--- config.mk ---
export PLATFORM = sky130hd
export DESIGN_NAME = hazard_detect
export DESIGN_NICKNAME = d
export VERILOG_FILES = /design/src/rtl/hazard_detect_pkg.sv /design/src/rtl/dff.sv /design/src/rtl/hist_entry.sv /design/src/rtl/hazard_detect.sv
export SDC_FILE = /design/constraint.sdc
export NUM_CORES = 1
export LEC_CHECK = 0
export ABC_CLOCK_PERIOD_IN_PS = 3400
export BUFFER_PORTS_ARGS = -buffer_cell sky130_fd_sc_hd__buf_2
export CORE_MARGIN = 5
export CORE_UTILIZATION = 53
export DETAILED_ROUTE_END_ITERATION = 10
export PLACE_DENSITY = 0.87
export SYNTH_ARGS = -nofsm -noshare
export SYNTH_HDL_FRONTEND = slang
export SYNTH_HIERARCHICAL = 1
export SYNTH_SLANG_ARGS = --single-unit
export TNS_END_PERCENT = 5
--- constraint.sdc ---
create_clock -name clk -period 3.4 [get_ports clk]
set_input_delay 0.17 -clock clk [delete_from_list [all_inputs] [get_ports clk]]
set_output_delay 0.17 -clock clk [all_outputs]
set_load 0.1 [all_outputs]
--- src/rtl/hazard_detect_pkg.sv ---
// +-----------------------------------------------------------------------+
// | hazard_detect_pkg                                                       |
// | Shared pipeline types: register width, issue-history entry, RAW need.   |
// | Rev 1.0                                                                 |
// +-----------------------------------------------------------------------+
`default_nettype none

package hazard_detect_pkg;

  localparam int REG_W = 3;

  typedef struct packed {
    logic             valid;
    logic [REG_W-1:0] rd;
  } hist_t;

  // Bubbles a source still needs: 2 if its producer is in EX, 1 if in MEM.
  function automatic logic [1:0] src_need(input logic             en,
                                          input logic [REG_W-1:0] src,
                                          input hist_t            h1,
                                          input hist_t            h2);
    logic [1:0] need;
    need = 2'd0;
    if (en) begin
      if (h1.valid && (h1.rd == src))      need = 2'd2;
      else if (h2.valid && (h2.rd == src)) need = 2'd1;
    end
    return need;
  endfunction

endpackage

`default_nettype wire

--- src/rtl/dff.sv ---
// +-----------------------------------------------------------------------+
// | dff                                                                     |
// | Enabled D flip-flop bank with synchronous active-high reset to zero.    |
// | Rev 1.0                                                                 |
// +-----------------------------------------------------------------------+
`default_nettype none

module dff #(
  parameter int W = 1
) (
  input  logic         clk,
  input  logic         rst,
  input  logic         en,
  input  logic [W-1:0] d,
  output logic [W-1:0] q
);

  logic [W-1:0] r_q;

  always_ff @(posedge clk) begin
    if (rst)     r_q <= '0;
    else if (en) r_q <= d;
  end

  assign q = r_q;

endmodule

`default_nettype wire

--- src/rtl/hist_entry.sv ---
// +-----------------------------------------------------------------------+
// | hist_entry                                                              |
// | One issue-history slot {valid, rd} with load enable and clear.          |
// | Rev 1.0                                                                 |
// +-----------------------------------------------------------------------+
`default_nettype none

module hist_entry
  import hazard_detect_pkg::*;
(
  input  logic  clk,
  input  logic  rst,
  input  logic  en,
  input  logic  clr,
  input  hist_t d,
  output hist_t q
);

  hist_t w_d;
  logic  w_en;

  // Clear overrides a held slot so a flush always empties the history.
  assign w_d  = clr ? '0 : d;
  assign w_en = en | clr;

  dff #(.W($bits(hist_t))) u_dff (
    .clk (clk),
    .rst (rst),
    .en  (w_en),
    .d   (w_d),
    .q   (q)
  );

endmodule

`default_nettype wire

--- src/rtl/hazard_detect.sv ---
// +-----------------------------------------------------------------------+
// | hazard_detect                                                           |
// | Decode-stage RAW hazard detector (no forwarding): stall count, issue.   |
// | Rev 1.0                                                                 |
// +-----------------------------------------------------------------------+
`default_nettype none

module hazard_detect
  import hazard_detect_pkg::*;
#(
  parameter int REG_W = hazard_detect_pkg::REG_W,
  parameter int CNT_W = 16
) (
  input  logic             clk,
  input  logic             rst,
  input  logic             hold,
  input  logic             flush,
  input  logic             id_valid,
  input  logic             id_rs_en,
  input  logic             id_rt_en,
  input  logic [REG_W-1:0] id_rs,
  input  logic [REG_W-1:0] id_rt,
  input  logic             id_wr_en,
  input  logic [REG_W-1:0] id_rd,
  output logic [1:0]       stall_count,
  output logic             id_issue,
  output logic [CNT_W-1:0] stall_cycles
);

  localparam logic [CNT_W-1:0] c_cnt_max = '1;

  hist_t            w_h1;
  hist_t            w_h2;
  hist_t            w_h1_next;
  logic [1:0]       w_need_rs;
  logic [1:0]       w_need_rt;
  logic [1:0]       w_need_max;
  logic             w_active;
  logic [CNT_W-1:0] r_stall_cycles;

  assign w_need_rs  = src_need(id_rs_en, id_rs, w_h1, w_h2);
  assign w_need_rt  = src_need(id_rt_en, id_rt, w_h1, w_h2);
  assign w_need_max = (w_need_rs > w_need_rt) ? w_need_rs : w_need_rt;

  assign w_active    = id_valid & ~hold & ~flush;
  assign stall_count = w_active ? w_need_max : 2'b00;
  assign id_issue    = w_active & (stall_count == 2'b00);

  // A stalled or non-writing ID shifts a bubble into the EX slot.
  assign w_h1_next.valid = id_issue & id_wr_en;
  assign w_h1_next.rd    = id_rd;

  hist_entry u_h1 (
    .clk (clk),
    .rst (rst),
    .en  (~hold),
    .clr (flush),
    .d   (w_h1_next),
    .q   (w_h1)
  );

  hist_entry u_h2 (
    .clk (clk),
    .rst (rst),
    .en  (~hold),
    .clr (flush),
    .d   (w_h1),
    .q   (w_h2)
  );

  always_ff @(posedge clk) begin
    if (rst) begin
      r_stall_cycles <= '0;
    end else if (id_valid && (stall_count != 2'b00) &&
                 (r_stall_cycles != c_cnt_max)) begin
      r_stall_cycles <= r_stall_cycles + 1'b1;
    end
  end

  assign stall_cycles = r_stall_cycles;

endmodule

`default_nettype wire
==> flow_summary.json <==
{
  "outcome": "complete, no violations",
  "cp_top_family": "simple AND/OR/NAND/NOR gates",
  "yosysWarningCount": 6,
  "grt_max_degree": 29,
  "synth_cell_types": 41,
  "clk_latency_ns": 0.33,
  "critical_path_arrival_ns": 3.01,
  "irDropWorstVdd_mv": 0.348,
  "p_per_area_nw_per_um2": 313,
  "crit_buf_inv": 1,
  "syn-num-nets": 196,
  "layout-drive-gt1-share_pct": 29.5,
  "clk_path_buf_depth": 2,
  "final-seq-area_um2": 480,
  "cts_tree": "built",
  "avgSynthCellArea_um2": 8.58,
  "grt-ovfl-total": 0,
  "drt-initial-drc-count": 64,
  "num_vias": 1382,
  "synthCells": 175,
  "grt_antenna_before_repair": 0,
  "grt_use_total_pct": 16.3,
  "setup_viol": 0,
  "syn-cell-area_um2": 1500,
  "worstHoldPathType": "in2reg",
  "criticalPathCategory": "reg2out",
  "firstDrtPassIters": 4,
  "first_global_vias": 1275,
  "wire_per_inst_um": 13.2,
  "io_buffers": 35,
  "via_per_inst": 5.73,
  "rows": 19,
  "routed_wl_mm": 3.19,
  "tns_ns": 0,
  "slew_headroom_pct": 53.4,
  "final_cell_mix": "buf_2 (34), dfxtp_1 (24), nor2_1 (16)",
  "fin_nets": 232,
  "setup.worst_path.start_class": "flop",
  "cp_data_required_time_ns": 3.23,
  "rsz0062_at_grt": "false",
  "fill_cells": 230,
  "maxCapViolCount": 0,
  "worstPathMaxFanout": 4,
  "synth_seq_area_share_pct": 32.0,
  "initial_core_util_pct": 54.9,
  "dieWidth_um": 63.2,
  "die_area_um2": 4000,
  "clk_pin_slew_worst_paths_ns": 0.13,
  "cts_sinks": 24,
  "cts_max_level": 1,
  "grt_pass1_wl_mm": 5.40,
  "ios": 36,
  "gp_congestion": 0.861,
  "fmax_mhz": 315,
  "fp.dieH_um": 63.2,
  "drc": 0,
  "detail-route-antenna-nets": 0,
  "final_common_cell": "buf_2",
  "final_hold_viol_count": 0,
  "tightestPinTransition_ns": 0.695,
  "worstSetupEndpointType": "output pin",
  "leakage_nw": 0.766,
  "antenna_cells": 0,
  "final_util_pct": 63.8,
  "slowest_delay_ns": 0.54,
  "period_needed_ns": 3.18,
  "min_period_over_period_pct": 93.4,
  "dp_hpwl_mm": 2.52,
  "cts_root_buffer": "clkbuf_4",
  "slowest_stage": "or3_2",
  "whs_ns": 0.204,
  "core_area_um2": 2730,
  "skew_ns": 0.0168,
  "area_delta_synth_final_pct": 16.1,
  "numCtsBuffers": 3,
  "crit_chain": "xnor2_1 -> and4_1 -> nand2_1 -> ha_1 -> nor2b_1 -> o21ai_0 -> and4b_2 -> or3_2 -> nor2_2 -> buf_4",
  "slew_viol_final": 0,
  "multiInputGateArea_um2": 956,
  "ys_ff_latch": 24
}
-- state kept, by name (all words and copies together), names as in the netlist --
signal	cells
stall_cycles	16
u_h1/u_dff/q	4
u_h2/u_dff/q	4
-- what timing repair did --
action,CTS,global route
buffers inserted,0,0
hold endpoints to repair,0,0
hold buffers,0,0
endpoints found under the setup margin,0,1
resized for setup,0,2
-- Yosys cell counts --
cell / instances / share of area [%]
or3_2: 1 / 0.50
nand2_1: 11 / 2.8
and2b_2: 8 / 4.7
xnor2_1: 6 / 3.5
o21ai_2: 1 / 0.58
buf_6: 1 / 0.75
or4_1: 7 / 3.5
mux2_2: 4 / 3.0
o21ai_0: 5 / 1.7
nor3b_1: 1 / 0.50
a211oi_1: 2 / 1.0
nand3_1: 7 / 2.3
dlygate4sd3_1: 1 / 0.67
clkbuf_2: 2 / 0.67
or2_1: 2 / 0.83
dlygate4sd1_1: 1 / 0.58
o31ai_2: 1 / 0.83
a21oi_1: 10 / 3.3
ha_1: 4 / 3.3
or3_1: 2 / 0.83
or2_2: 2 / 0.83
and4b_2: 1 / 0.75
nor4b_1: 1 / 0.58
nor4_1: 1 / 0.42
dfxtp_1: 24 / 32
nand2b_1: 1 / 0.42
nor3_1: 3 / 1.0
mux2i_1: 8 / 5.3
and2_1: 1 / 0.42
nor4_2: 1 / 0.83
and4b_1: 1 / 0.67
o31ai_1: 7 / 3.5
buf_2: 1 / 0.33
and3_2: 1 / 0.50
xor2_1: 6 / 3.5
nor2_1: 17 / 4.2
inv_1: 6 / 1.5
and3_1: 3 / 1.3
nor2b_1: 6 / 2.5
and4_1: 4 / 2.3
nand4_1: 3 / 1.3
-- final timing paths --
| kind | start | endpoint | slack, ns | cells after the start |
|---|---|---|---|---|
| worst max register to register | u_h1/u_dff/q[1] | stall_cycles[12] | 0.55 | 11 |
| worst max-delay path | u_h1/u_dff/q[1] | id_issue | 0.22 | 10 |
| worst min register to register | stall_cycles[9] | stall_cycles[9] | 0.50 | 2 |
| worst min-delay path | id_rd[1] | u_h1/u_dff/q[1] | 0.20 | 4 |
-- report_power, final --
| group | switching (mW) | total [mW] | internal (mW) |
|---|---|---|---|
| sequential | 0.00286 | 0.287 | 0.284 |
| combinational | 0.0263 | 0.0481 | 0.0219 |
| clock | 0.0913 | 0.211 | 0.119 |
| total | 0.120 | 0.545 | 0.425 |
-- cells by family (layout without fill, tap and decap cells) --
| kind of cell | count (synthesis) | count (layout) | share of synthesized area, % |
|---|---|---|---|
| flip-flops | 24 | 24 | 32.0 |
| adder cells (fa/ha/maj) | 4 | 4 | 3.33 |
| AND/OR/NAND/NOR | 85 | 85 | 33.9 |
| buffers and inverters | 12 | 47 | 4.50 |
| AO/OA/AOI/OAI | 26 | 26 | 10.9 |
| XOR/XNOR | 12 | 12 | 7.00 |
| multiplexers | 12 | 12 | 8.33 |
-- through the flow --
stage / cells / cell area [µm²] / setup WS, ns / power (mW)
after floorplan: 175 / 1500 / -0.152 / 0.323
after global placement: 237 / 1690 / 0.511 / 0.339
after detailed placement: 237 / 1690 / 0.440 / 0.341
after CTS: 241 / 1740 / 0.0563 / 0.552
after global routing: 241 / 1740 / 0.0114 / 0.567
final: 241 / 1740 / 0.224 / 0.545
-- cell type report --
| cell class | count | share of cell area (%) |
|---|---|---|
| Clock buffer | 3 | 1.29 |
| Clock inverter | 1 | 1.72 |
| Inverter | 6 | 1.29 |
| Multi-Input combinational cell | 139 | 54.8 |
| Sequential cell | 24 | 27.6 |
| Tap cell | 31 | 2.23 |
| Timing Repair Buffer | 37 | 11.1 |
-- layer usage --
| layer | part of all wire [%] | wire length (µm) | track usage [%] |
|---|---|---|---|
| met1 | 43 | 1380 | 19.2 |
| met3 | 7.3 | 232 | 5.33 |
| met2 | 49 | 1560 | 28.1 |
| met5 | 0 | 0 | 0 |
| met4 | 0.53 | 17 | 4.16 |
-- worst min-delay path: stages --
cell	delay [ns]
buf_2	0.07
and2b_2	0.12
mux2i_1	0.06
nor2_1	0.07
Power figures use the tool's default switching activity.
